## config.mk

```make
export PLATFORM = sky130hd
export DESIGN_NAME = pc_sequencer
export DESIGN_NICKNAME = d
export VERILOG_FILES = /design/src/rtl/pc_sequencer.sv
export SDC_FILE = /design/constraint.sdc
export NUM_CORES = 1
export LEC_CHECK = 0
export BUFFER_PORTS_ARGS = -buffer_cell sky130_fd_sc_hd__buf_4
export CAP_MARGIN = 20
export CORE_MARGIN = 1
export CORE_UTILIZATION = 57
export DETAILED_ROUTE_END_ITERATION = 10
export GPL_TIMING_DRIVEN = 0
export PLACE_DENSITY = 0.8
export RECOVER_POWER = 50
export SLEW_MARGIN = 20
export SYNTH_ARGS = -nofsm -noshare
export SYNTH_HDL_FRONTEND = slang
export SYNTH_SLANG_ARGS = --single-unit
```

## constraint.sdc

```tcl
create_clock -name clk -period 3.45 [get_ports clk]
set_clock_uncertainty 0.1 [all_clocks]
set_input_delay 0.1725 -clock clk [delete_from_list [all_inputs] [get_ports clk]]
set_output_delay 0.1725 -clock clk [all_outputs]
set_load 0.02 [all_outputs]
```

## src/rtl/pc_sequencer.sv

```systemverilog
`default_nettype none
// ============================================================================
//  Module      : pc_sequencer
//  Description : Program-counter sequencer and fetch controller for the
//                9-bit-instruction core. Runs fetch from a start request to a
//                halt, resolves branches through a 4-entry signed offset LUT
//                indexed by how_high, inserts a one-cycle bubble after loads
//                and drives the start/done handshake.
//                Optional macro PC_SEQ_CYCLE_COUNT_EN enables a saturating
//                16-bit count of RUN/WAIT cycles on cycle_count; without it
//                cycle_count is tied to zero.
//  Revision    : 1.0 - initial release
// ============================================================================
module pc_sequencer #(
    parameter int PC_WIDTH   = 10,
    parameter int START_ADDR = 0
) (
    input  logic                clk,
    input  logic                reset,
    input  logic                start,
    input  logic                branch,
    input  logic [1:0]          how_high,
    input  logic                mem_read,
    input  logic                halt,
    input  logic                lut_wr_en,
    input  logic [1:0]          lut_wr_addr,
    input  logic [PC_WIDTH-1:0] lut_wr_data,
    output logic [PC_WIDTH-1:0] prog_ctr,
    output logic                fetch_valid,
    output logic                done,
    output logic [15:0]         cycle_count
);

    localparam logic [PC_WIDTH-1:0] c_start_pc = PC_WIDTH'(START_ADDR);
    localparam logic [PC_WIDTH-1:0] c_pc_one   = PC_WIDTH'(1);

    typedef enum logic [1:0] {
        ST_IDLE = 2'd0,
        ST_RUN  = 2'd1,
        ST_WAIT = 2'd2,
        ST_DONE = 2'd3
    } state_t;

    state_t              state_q, state_d;
    logic [PC_WIDTH-1:0] pc_q, pc_d;
    logic                done_q, done_d;
    logic [PC_WIDTH-1:0] lut_q [4];
    logic [PC_WIDTH-1:0] lut_d [4];
    logic                start_accept;

    // Offsets are stored at full PC width, so the sign extension is implicit
    // and a plain modulo-2^PC_WIDTH add realises both forward and backward
    // branches, including wrap below zero.

    // Next-state, next-PC and done decode
    always_comb begin
        state_d      = state_q;
        pc_d         = pc_q;
        start_accept = 1'b0;
        case (state_q)
            ST_IDLE: begin
                if (start) begin
                    state_d      = ST_RUN;
                    pc_d         = c_start_pc;
                    start_accept = 1'b1;
                end
            end
            ST_RUN: begin
                if (halt) begin
                    state_d = ST_DONE;
                end else if (branch) begin
                    pc_d = pc_q + lut_q[how_high];
                end else if (mem_read) begin
                    state_d = ST_WAIT;
                end else begin
                    pc_d = pc_q + c_pc_one;
                end
            end
            ST_WAIT: begin
                state_d = ST_RUN;
                pc_d    = pc_q + c_pc_one;
            end
            ST_DONE: begin
                // start is only honoured once sampled while already in DONE
                if (start) begin
                    state_d      = ST_RUN;
                    pc_d         = c_start_pc;
                    start_accept = 1'b1;
                end
            end
            default: begin
                state_d = ST_IDLE;
            end
        endcase
        done_d = (state_d == ST_DONE);
    end

    // LUT write path; a same-cycle branch reads lut_q, i.e. the old value
    always_comb begin
        lut_d = lut_q;
        if (lut_wr_en) begin
            lut_d[lut_wr_addr] = lut_wr_data;
        end
    end

    // Sequencer and LUT state registers; reset overrides any write
    always_ff @(posedge clk) begin
        if (reset) begin
            state_q <= ST_IDLE;
            pc_q    <= '0;
            done_q  <= 1'b0;
            lut_q   <= '{default: '0};
        end else begin
            state_q <= state_d;
            pc_q    <= pc_d;
            done_q  <= done_d;
            lut_q   <= lut_d;
        end
    end

`ifdef PC_SEQ_CYCLE_COUNT_EN
    logic [15:0] cnt_q, cnt_d;

    // Saturating count of executed (RUN/WAIT) cycles, cleared on each start
    always_comb begin
        cnt_d = cnt_q;
        if (start_accept) begin
            cnt_d = '0;
        end else if (((state_q == ST_RUN) || (state_q == ST_WAIT)) &&
                     (cnt_q != 16'hFFFF)) begin
            cnt_d = cnt_q + 16'd1;
        end
    end

    // Cycle counter register
    always_ff @(posedge clk) begin
        if (reset) begin
            cnt_q <= '0;
        end else begin
            cnt_q <= cnt_d;
        end
    end

    assign cycle_count = cnt_q;
`else
    logic unused_start_accept;
    assign unused_start_accept = start_accept;
    assign cycle_count         = 16'd0;
`endif

    assign prog_ctr    = pc_q;
    assign fetch_valid = (state_q == ST_RUN);
    assign done        = done_q;

endmodule
`default_nettype wire
```

; Yosys cells after proc, flatten, opt, wreduce, memory -nomap -nowiden
; Index checks and enable logic that the tools add are counted.
[word_totals]
ff_bits = 53
inputBits = 21
output_inout_bits = 28
[op_classes]
muxes = 16
eq_ne = 7
order_cmp = 3
add_sub_neg = 2
bitwise_logic = 2
reduce_logical = 4
[ops]
columns = cell, count
row1 = $mux W10, 7
row2 = $bwmux W40, 1
row3 = $pmux W10 S3, 1
row4 = $bmux W10 S2, 1
row5 = $demux W10 S2, 1
row6 = $add A10 B1 Y10 const B, 1
row7 = $add A10 B10 Y10, 1
row8 = $mux W2, 4
row9 = $eq A2 B2 Y1 const B, 3
row10 = $ge A3 B3 Y1 const B, 2
row11 = $not A2 Y3, 2
row12 = $pmux W2 S3, 1
row13 = $lt A3 B1 Y1 const B, 1
row14 = $ne A3 B3 Y1 const B, 1
row15 = $reduce_and A3 Y1, 1
row16 = $eq A2 B1 Y1 const B, 1
row17 = $logic_not A2 Y1, 1
row18 = $ne A2 B1 Y1 const B, 1
row19 = $ne A2 B2 Y1 const B, 1
row20 = $reduce_or A2 Y1, 1
row21 = $logic_and A1 B1 Y1, 1

; Longest topological paths before layout
[depth]
ltp_word = 8
ltp_mapped = 9
mapped_depth_nobuf = 8

; Worst setup path before layout
; Ideal clock, no wire load.
[synth_timing]
path_type = input -> register
startpoint = in how_high[0]
endpoint = reg pc_q[8], in the netlist prog_ctr[8]
path_stages = 9
t_required_ps = 3216
arrival_time_ps = 2408
setup_time_ps = 134
path_slack_ps = 808
n_path_buf = 1
cell_sequence = buf_6 -> mux4_1 -> ha_1 -> fa_1 -> a211oi_1 -> nor3_1 -> o21a_1 -> o311ai_0 -> a211oi_1
[synth_via]
elab_chain_len = 8
[synth_lines]
columns = item, line
row1 = "start, declared", 22  ; input logic [1:0] how_high,
row2 = $not A2 Y3 (implied by the code), 72  ; pc_d = pc_q + lut_q[how_high];
row3 = $bmux W10 S2, 72
row4 = $mux W10 (implied by the code) (2 in a row), 72
row5 = $add A10 B10 Y10, 72
row6 = $mux W10, 71  ; end else if (branch) begin
row7 = $mux W10, 69  ; if (halt) begin
row8 = $pmux W10 S3, 60  ; case (state_q)
row9 = "end signal, assigned", 115  ; pc_q <= pc_d;
row10 = "end, declared", 45  ; logic [PC_WIDTH-1:0] pc_q, pc_d;
; No other way between the ends. The select of a mux whose other input is x is not followed.
; A chain may end at the register's enable or synchronous reset.

; Worst setup path in the final report
[layout_timing]
startpoint = reg lut_q[20] in the netlist's numbering
endpoint = reg pc_q[8], in the netlist prog_ctr[8]
[layout_via]
elab_chain_len = 7
[layout_lines]
columns = item, line
row1 = "start, declared", 47  ; logic [PC_WIDTH-1:0] lut_q [4];
row2 = "start signal, assigned", 117  ; lut_q <= lut_d;
row3 = $bmux W10 S2, 72
row4 = $mux W10 (implied by the code) (2 in a row), 72
row5 = $add A10 B10 Y10, 72
row6 = $mux W10, 71
row7 = $mux W10, 69
row8 = $pmux W10 S3, 60
; No other way between the ends. The select of a mux whose other input is x is not followed.

==> metrics.txt <==
Clock Tree Buf Depth 2; TritonCTS Sinks 53; cell area after synthesis a little over 3000 um2; hold_buf cts 0; Setup TNS Final 0 ps; number of synthesized register bits between 50 and 60; FFs w/ async S/R, synth 0%; Clock transition at path regs about 100 ps; HP Class input pin to register; Die Wd 75.1 um; Int Power between 1 and 1.5 mW; Yosys cell types 52; Final Util roughly 68%; WL final ~7300 um; # port buffers 30; Synth-to-Final Area Change 13.8%; vias in the first global route 2528; CTS tree yes; post-cts resize count 0; via count 2751; top-count cell post-synth nand2_1; cells after synthesis between 300 and 400; Setup Viol. Count Final 0; drt wl/cell roughly 15 um; # IOs about 50; clock network power share 22.6%; sequential power share 44.1%; Leak between 1 and 1.5 nW; total CTS buffers 5; post-route insts no fill 483; die span in y ~75 um; sw frac a little under two fifths; hpwl dp 5260 um; Total GRT Usage between 20% and 30%; Slew Limit Fails 0; Pwr per Cell Area ~480 nW/um2; Net Sw Power just over 0.6 mW; worst slew pin tran about 870 ps; crit-path max FO 3; row count 26; VDD IR max 0.000256 V; full die area about 5600 um2; Initial Util approximately three fifths; Synth top area share between 30% and 40%; first-pass GRT wire length 11600 um; CP Launch Type register; post-CTS setup buffers 0; Via-to-Cell Ratio between 5 and 6; TritonRoute pass-1 iters 4; combinational fraction of design power approximately a third; RePlAce Congestion 0.911; initial DRC count 165; Mean Syn Cell Area between 8 and 9 um2; largest net degree at the start of global routing 19; register area share after synthesis 34.9%; antenna violations before repair 0; worst-skew pair later-pin latency 320 ps; Worst slew margin 41.7%; antenna violation net count after detailed routing 0; largest area contributor in the netlist dfxtp_1; RSZ-0062 raised after global routing false; H-tree Lvls 2; Post-synth EDFFs 0; core area between 5000 and 6000 um2; max-capacitance violation count 0; Cell Count Post-Placement approximately 480; Worst Setup End Kind register; ratio of cells with drive above 1 in the final layout 12.6%; Worst Path Class, Setup register to register; ys flop type dfxtp_1; filler cell count between 400 and 500; Worst Path Arrival ~3000 ps; final hold violations 0; CTS root buf clkbuf_8; Final period util approximately 86%; Worst EP required about 3500 ps; n_diodes 0; top cells by area, synth dfxtp_1 35%, nand2_1 9.4%, mux4_1 7.8%, a21oi_1 6.9%, ha_1 4.9%; GRT Residual Overflow 0; Fmax 0.339 GHz; Period minus WS final 2950 ps; Synth warnings 0; Synth top cells by count 76 x nand2_1, 53 x dfxtp_1, 42 x a21oi_1; post-layout net count 446; outcome completed; DRC 0
==> cell type report <==
| class | count | area [um2] | share of cell area, % |
|---|---|---|---|
| multi-input cells | 283 | 1810 | 52.3 |
| clock inverters | 3 | 25.0 | 0.723 |
| plain buffers | 31 | 196 | 5.67 |
| repair buffers | 30 | 184 | 5.31 |
| flip-flops and latches | 53 | 1060 | 30.6 |
| well taps | 70 | 87.6 | 2.53 |
| clock buffers | 5 | 68.8 | 1.99 |
| inverters | 8 | 30.0 | 0.867 |
==> power by group through the flow <==
stage	logic, mW	clock network [mW]	registers, mW
2_1_floorplan	0.365	0	0.766
3_3_place_gp	0.556	0	0.742
3_5_place_dp	0.566	0	0.744
4_1_cts	0.568	0.377	0.729
5_1_grt	0.611	0.399	0.740
6_report	0.549	0.374	0.729
==> state kept, by name, indices dropped and copies added, names as in the netlist <==
register  count
done          1
lut_q        40
prog_ctr     10
state_q       2
==> critical path, cell delays in order, from the launching register on <==
cell,delay [ps]
dfxtp_1,320
mux4_1,520
ha_1,240
fa_1,430
a211oi_1,370
nor3_1,140
o21a_1,200
o311ai_0,370
a211oi_1,130
==> cells in the final DEF, fill, tap and decap left out, types with 2 or more instances in the layout <==
cell type	synthesis	layout
ha_1	12	12
a211oi_1	7	7
clkbuf_8	0	5
o21ai_0	16	16
a22oi_1	2	2
xor2_1	4	4
nor3_1	5	5
inv_1	8	8
nor2_1	27	27
and3_1	2	2
nand3_1	6	6
mux2i_1	12	12
or2_2	2	2
buf_4	17	36
o21a_1	3	3
dfxtp_1	53	53
mux4_1	9	9
clkbuf_1	9	21
nand2b_1	2	2
or3_1	2	2
nand4_1	3	3
a21oi_1	42	42
nand2_1	76	76
xnor2_1	5	5
conb_1	1	16
and2_1	2	2
buf_6	2	2
inv_6	0	2
a21o_1	4	4
a21boi_0	2	2
==> through the flow <==
stage          cell area (um2)  power, mW  setup WS (ps)  hold slack (ps)
3_5_place_dp              3410       1.31            390              345
4_1_cts                   3500       1.67            488             11.7
3_3_place_gp              3410       1.30            543              338
6_report                  3460       1.65            497             15.9
5_1_grt                   3460       1.75            315             18.3
2_1_floorplan             3100       1.13            808              208
==> layer usage <==
metal / GRT usage, % / routed length (um)
met1: 33.7 / 3060
met4: 9.85 / 79
met3: 4.55 / 514
met5: 0 / 0
met2: 49.7 / 3700
==> final timing paths <==
kind	from	end	slack, ps	cells past startpoint
max	lut_q[20]	prog_ctr[8]	500	8
min	lut_wr_data[9]	lut_q[19]	20	3
max reg2reg	lut_q[20]	prog_ctr[8]	500	8
min reg2reg	lut_q[7]	lut_q[7]	360	2
==> kinds of logic after synthesis <==
family	count (synthesis)	synth area share [%]
multiplexers	22	12.5
buffers and inverters	39	7.49
AO/OA/AOI/OAI	90	18.1
adder cells (fa/ha/maj)	13	5.59
XOR/XNOR	9	2.59
flip-flops	53	34.9
other	1	0.123
AND/OR/NAND/NOR	133	18.7
Power figures use the tool's default switching activity.
